## src/rtl/uc_fsm.sv

```systemverilog
// Control unit for the small accumulator CPU: combinational instruction decode
// plus a three-state sequencer (RUN/SKIP/HALTED) and a saturating retired-instruction counter.
module uc_fsm #(
   parameter int CNT_W = 16
) (
   input  logic             clk,
   input  logic             reset,
   input  logic [5:0]       Opcode,
   input  logic             z,
   output logic             s_inc,
   output logic             s_inm,
   output logic             we3,
   output logic             wez,
   output logic [2:0]       Op,
   output logic             halted,
   output logic             illegal,
   output logic [CNT_W-1:0] instret
);

   typedef enum logic [1:0] {
      S_RUN    = 2'd0,
      S_SKIP   = 2'd1,
      S_HALTED = 2'd2
   } state_e;

   state_e           state_q, state_d;
   logic             illegal_q;
   logic [CNT_W-1:0] instret_q;
   logic             exec;
   logic             illegal_set;

   // NOTE: every output gets its default first, so no path can leave a latch behind.
   always_comb begin
      s_inc       = 1'b1;
      s_inm       = 1'b0;
      we3         = 1'b0;
      wez         = 1'b0;
      Op          = 3'b000;
      state_d     = state_q;
      exec        = 1'b0;
      illegal_set = 1'b0;

      if (!reset) begin
         unique case (state_q)
            S_RUN: begin
               exec = 1'b1;
               if (!Opcode[5]) begin
                  Op  = Opcode[4:2];
                  we3 = 1'b1;
                  wez = 1'b1;
               end else begin
                  casez (Opcode[4:0])
                     5'b000??: begin
                        s_inm = 1'b1;
                        we3   = 1'b1;
                     end
                     5'b00100: s_inc = 1'b0;
                     5'b00101: s_inc = ~z;
                     5'b00110: s_inc = z;
                     5'b00111: if (z) state_d = S_SKIP;
                     5'b01000: begin
                        s_inc   = 1'b0;
                        state_d = S_HALTED;
                     end
                     5'b01001: ;
                     default:  illegal_set = 1'b1;
                  endcase
               end
            end
            S_SKIP:   state_d = S_RUN;
            S_HALTED: s_inc   = 1'b0;
            default:  state_d = S_RUN;
         endcase
      end
   end

   // NOTE: state registers use non-blocking assignments so all flops update together.
   always_ff @(posedge clk) begin
      if (reset) begin
         state_q   <= S_RUN;
         illegal_q <= 1'b0;
         instret_q <= '0;
      end else begin
         state_q <= state_d;
         if (illegal_set)
            illegal_q <= 1'b1;
         if (exec && (instret_q != {CNT_W{1'b1}}))
            instret_q <= instret_q + 1'b1;
      end
   end

   assign halted  = (state_q == S_HALTED);
   assign illegal = illegal_q;
   assign instret = instret_q;

endmodule

```

## config.mk

```make
export PLATFORM = sky130hd
export DESIGN_NAME = uc_fsm
export DESIGN_NICKNAME = d
export VERILOG_FILES = /design/src/rtl/uc_fsm.sv
export SDC_FILE = /design/constraint.sdc
export NUM_CORES = 1
export LEC_CHECK = 0
export ABC_AREA = 1
export BUFFER_PORTS_ARGS = -buffer_cell sky130_fd_sc_hd__buf_2
export CAP_MARGIN = 20
export CORE_UTILIZATION = 37
export CTS_BUF_LIST = sky130_fd_sc_hd__clkbuf_16
export DETAILED_ROUTE_END_ITERATION = 6
export PLACE_DENSITY = 0.58
export SLEW_MARGIN = 20
export SYNTH_ARGS = -nofsm -noshare
export SYNTH_HDL_FRONTEND = slang
export SYNTH_SLANG_ARGS = --single-unit
```

## constraint.sdc

```tcl
create_clock -name clk -period 2.1 [get_ports clk]
set_clock_uncertainty 0.15 [all_clocks]
set_input_delay 0.315 -clock clk [delete_from_list [all_inputs] [get_ports clk]]
set_output_delay 0.315 -clock clk [all_outputs]
set_load 0.03 [all_outputs]
```

Word level (Yosys, flattened, before mapping)
Index checks and enable logic that the tools add are counted.
{"block": "totals", "register_bits": 19, "input_bits": 9, "word_cells": 50}
{"block": "op_classes", "add_sub_neg": 1, "eq_ne": 11, "mux": 27, "n_bitwise": 2, "reduce_logical": 6}
{"cell": "$eq A5 B3 Y1 const B", "count": 4}
{"cell": "$mux W1", "count": 18}
{"cell": "$add A16 B1 Y16 const B", "count": 1}
{"cell": "$ne A16 B16 Y1 const B", "count": 1}
{"cell": "$eq A5 B4 Y1 const B", "count": 2}
{"cell": "$mux W3", "count": 3}
{"cell": "$pmux W2 S2", "count": 2}
{"cell": "$reduce_or A7 Y1", "count": 1}
{"cell": "$mux W2", "count": 2}
{"cell": "$reduce_and A4 Y1", "count": 1}
{"cell": "$logic_not A3 Y1", "count": 1}
{"cell": "$ne A3 B2 Y1 const B", "count": 1}
{"cell": "$ne A3 B3 Y1 const B", "count": 1}
{"cell": "$pmux W1 S3", "count": 1}
{"cell": "$eq A2 B2 Y1 const B", "count": 1}
{"cell": "$logic_not A2 Y1", "count": 1}
{"cell": "$ne A2 B2 Y1 const B", "count": 1}
{"cell": "$not A1 Y1", "count": 2}
{"cell": "$pmux W1 S2", "count": 1}
{"cell": "$reduce_or A2 Y1", "count": 1}
{"cell": "$logic_and A1 B1 Y1", "count": 1}

Depth between registers and ports, before layout
{"block": "logic_depth", "ltp_word": 6, "depth_mapped": 10}

Least setup slack after synthesis
No wires, ideal clock.
{"block": "synth_timing", "kind": "reg2out", "from": "register state_q[1]", "to": "output port Op[0]", "t_arrival_ps": 1774, "path_slack_ps": -139, "path_stages_with_launch": 8, "n_path_buf": 0, "cell_sequence": "dfxtp_1 > nor2_2 > inv_2 > nor2_8 > inv_4 > nor2_1 > inv_1 > nor2_1"}
{"block": "synth_via", "elab_chain_len": 3}
{"element": "start: declaration", "line": "26", "text": "state_e state_q, state_d;"}
{"element": "start signal: assignment", "line": "84", "text": "state_q <= state_d;"}
{"element": "$logic_not A2 Y1", "line": "44", "text": "unique case (state_q)"}
{"element": "$mux W3", "line": "44"}
{"element": "$mux W3", "line": "43", "text": "if (!reset) begin"}
{"element": "end: declaration", "line": "14", "text": "output logic [2:0] Op,"}
No other way between the ends.

Final worst setup path
Same ends and word-level chain as after synthesis.

==> impl_metrics.json <==
{
  "global_route.overflow_total": 0,
  "dieWidth_um": 62.6,
  "cts_sinks": 19,
  "worstPathMaxFanout": 5,
  "timing.final.hold_violations": 0,
  "synth_nets": 226,
  "synth_seq_area_share": 0.280,
  "cp_cell_sequence": "nor2_4 -> inv_2 -> nor2_8 -> inv_4 -> nor2_2 -> inv_1 -> nor2_1 -> clkbuf_4",
  "hold_path_class": "primary input to flip-flop",
  "global_route_wire_length_before_repair_mm": 5.50,
  "irDropWorstVdd_uv": 434,
  "post_synthesis_cell_area_mm2": 0.00136,
  "core-area_mm2": 0.00342,
  "power.density_mw_per_mm2": 550,
  "io_buffer_count": 33,
  "fmax_mhz": 514,
  "max-slew-margin-rel": 0.794,
  "synth.avg_cell_area_um2": 6.29,
  "synth_top_cell_by_area": "sky130_fd_sc_hd__dfxtp_1",
  "critical_path.reg2reg.startpoint": "instret[1]",
  "io_pins": 34,
  "drtPass1Iterations": 5,
  "p_leak_nw": 0.801,
  "critPathKind": "flip-flop to output pin",
  "cts_buffers": 3,
  "grt_max_degree": 17,
  "die-height_um": 62.6,
  "die-area_mm2": 0.00392,
  "post_synth_main_area_contributors": "sky130_fd_sc_hd__dfxtp_1 28%, sky130_fd_sc_hd__nand2_1 16%, sky130_fd_sc_hd__nor2_1 10%",
  "cts_root_buffer": "sky130_fd_sc_hd__clkbuf_16",
  "synth.distinct_cells": 25,
  "worst_pin_slew_ps": 308,
  "run_status": "finished clean",
  "setup_viol": 0,
  "vias_per_cell": 4.60,
  "htreeDepth": 1,
  "maxCapViolations": 0,
  "crit_start": "state_q[1]",
  "final_util": 0.495,
  "slowest_delay_ps": 360,
  "clock_period_minus_worst_slack_ps": 1950,
  "setup.worst_path.end_class": "output pin",
  "rsz0062_at_grt": "no",
  "ant_nets": 0,
  "gpl.final_weighted_congestion": 0.819,
  "path_delay_family": "simple AND/OR/NAND/NOR gates",
  "setup_total_negative_slack_ps": 0,
  "finalInstanceArea_mm2": 0.00169,
  "grt_pass1_vias": 1218,
  "synth-seq-cells": 19,
  "floorplan.initialDensity": 0.398,
  "antenna_found_initial": 0,
  "final_nets": 268,
  "clkSlewWorstSetupHoldPaths_ps": 50,
  "vias": 1393,
  "placement_rows": 21,
  "dp_hpwl_mm": 2.25,
  "post_route_cells_drive_above_1_share": 0.272,
  "yosysWarnings": 0,
  "startpoint_types": "flip-flop",
  "initialDrtViolationCount": 72,
  "cts_hold_buffers": 0,
  "hold_slack_ps": 266,
  "worst-path-buf-inv": 4,
  "cts_tree": "done",
  "cts_max_path_buffers": 2,
  "detail_route.wirelength_mm": 3.02,
  "final_cell_mix": "58 x sky130_fd_sc_hd__nand2_1, 37 x sky130_fd_sc_hd__nor2_1, 32 x sky130_fd_sc_hd__buf_2",
  "timing.critical_path.slowest_stage_cell": "sky130_fd_sc_hd__dfxtp_1",
  "detailed_place.area_mm2": 0.00160,
  "clkLatencyLatePin_ps": 250,
  "holdCritStartpoint": "reset",
  "diodes": 0,
  "timing_max_transition_violations_final": 0,
  "number_of_design_rule_violations_left_after_detail_routing": 0,
  "leading_cell_type_in_the_layout_fill_and_taps_excluded": "sky130_fd_sc_hd__nand2_1",
  "area.growth.synth_to_final_pct": 24.5,
  "synthCells": 216,
  "min_period_over_period": 0.927,
  "critical_path_required_ps": 1630,
  "worst-endpoint-arrival_ps": 1480,
  "post-synth-top-area-fraction": 0.280,
  "globalRouteTotalUtil": 0.172,
  "avgRoutedWirePerCell_um": 9.97
}
-- state kept, by name, indices dropped and copies added, names as in the netlist --
signal / cells
illegal: 1
instret: 16
state_q: 2
-- area by class of cell --
cell class / instances / area, um^2
Clock buffer: 3 / 75.1
Clock inverter: 1 / 3.75
Fill cell: 376 / 1720
Inverter: 31 / 119
Multi-Input combinational cell: 164 / 843
Sequential cell: 19 / 380
Tap cell: 46 / 57.6
Timing Repair Buffer: 39 / 213
-- power breakdown --
group / switching [mW] / internal [mW] / total, mW / leakage, nW
Clock: 0.139 / 0.253 / 0.392 / 0.0423
Sequential: 0.0104 / 0.370 / 0.381 / 0.154
Combinational: 0.107 / 0.0515 / 0.158 / 0.604
Total: 0.256 / 0.675 / 0.931 / 0.801
-- synth_stat cells --
cell,number
sky130_fd_sc_hd__inv_1,28
sky130_fd_sc_hd__xor2_1,4
sky130_fd_sc_hd__a21oi_1,7
sky130_fd_sc_hd__nand2_2,9
sky130_fd_sc_hd__nand4_1,9
sky130_fd_sc_hd__inv_2,2
sky130_fd_sc_hd__o21ai_2,1
sky130_fd_sc_hd__nor3b_1,1
sky130_fd_sc_hd__ha_1,1
sky130_fd_sc_hd__nor2_1,38
sky130_fd_sc_hd__o21ai_0,2
sky130_fd_sc_hd__buf_12,1
sky130_fd_sc_hd__clkbuf_1,1
sky130_fd_sc_hd__nand3_1,17
sky130_fd_sc_hd__nand2_4,1
sky130_fd_sc_hd__dfxtp_1,19
sky130_fd_sc_hd__nor3_1,1
sky130_fd_sc_hd__inv_4,1
sky130_fd_sc_hd__nand2_1,58
sky130_fd_sc_hd__nand3b_1,1
sky130_fd_sc_hd__nor2_2,2
sky130_fd_sc_hd__nor2_4,2
sky130_fd_sc_hd__nor2_8,2
sky130_fd_sc_hd__xnor2_1,1
sky130_fd_sc_hd__a21oi_2,7
-- tightest hold or removal path, delay by kind of cell --
family | cells | cell delay [ps]
buffers and inverters | 1 | 150
AND/OR/NAND/NOR | 3 | 150
-- through the flow --
stage          total power [mW]  std cells  setup WS (ps)
6_report                  0.931        303            153
5_1_grt                   0.976        303           1.23
4_1_cts                   0.935        302           94.3
3_5_place_dp              0.545        298            297
3_3_place_gp              0.545        298            320
2_1_floorplan             0.500        216           43.7
-- path summary, 6_finish.rpt --
path                                     to  slack (ps)  depth (start not counted)
worst min-delay path             state_q[0]         270                          4
worst max register to register  instret[15]         410                          8
worst max-delay path                  Op[0]         150                          8
worst min register to register      illegal         300                          2
-- cells by family (layout without fill, tap and decap cells) --
group	count (synthesis)	after routing	synth area share
fa+ha+maj	1	1	0.00921
xor+xnor	5	5	0.0322
flops	19	19	0.280
buf+inv	33	74	0.105
simple gates	141	141	0.489
compound gates	17	17	0.0847
-- repair_timing --
action,in CTS,in global routing
setup buffers,0,1
endpoints found under the setup margin,0,3
resized for setup,0,2
endpoints found under the hold margin,0,0
-- routing by layer --
layer / GRT usage / part of all wire / wire length [um]
met1: 0.249 / 0.54 / 1630
met5: 0 / 0 / 0
met3: 0.0292 / 0.037 / 113
met4: 0.0436 / 0 / 0
met2: 0.261 / 0.42 / 1280
Power figures use the tool's default switching activity.
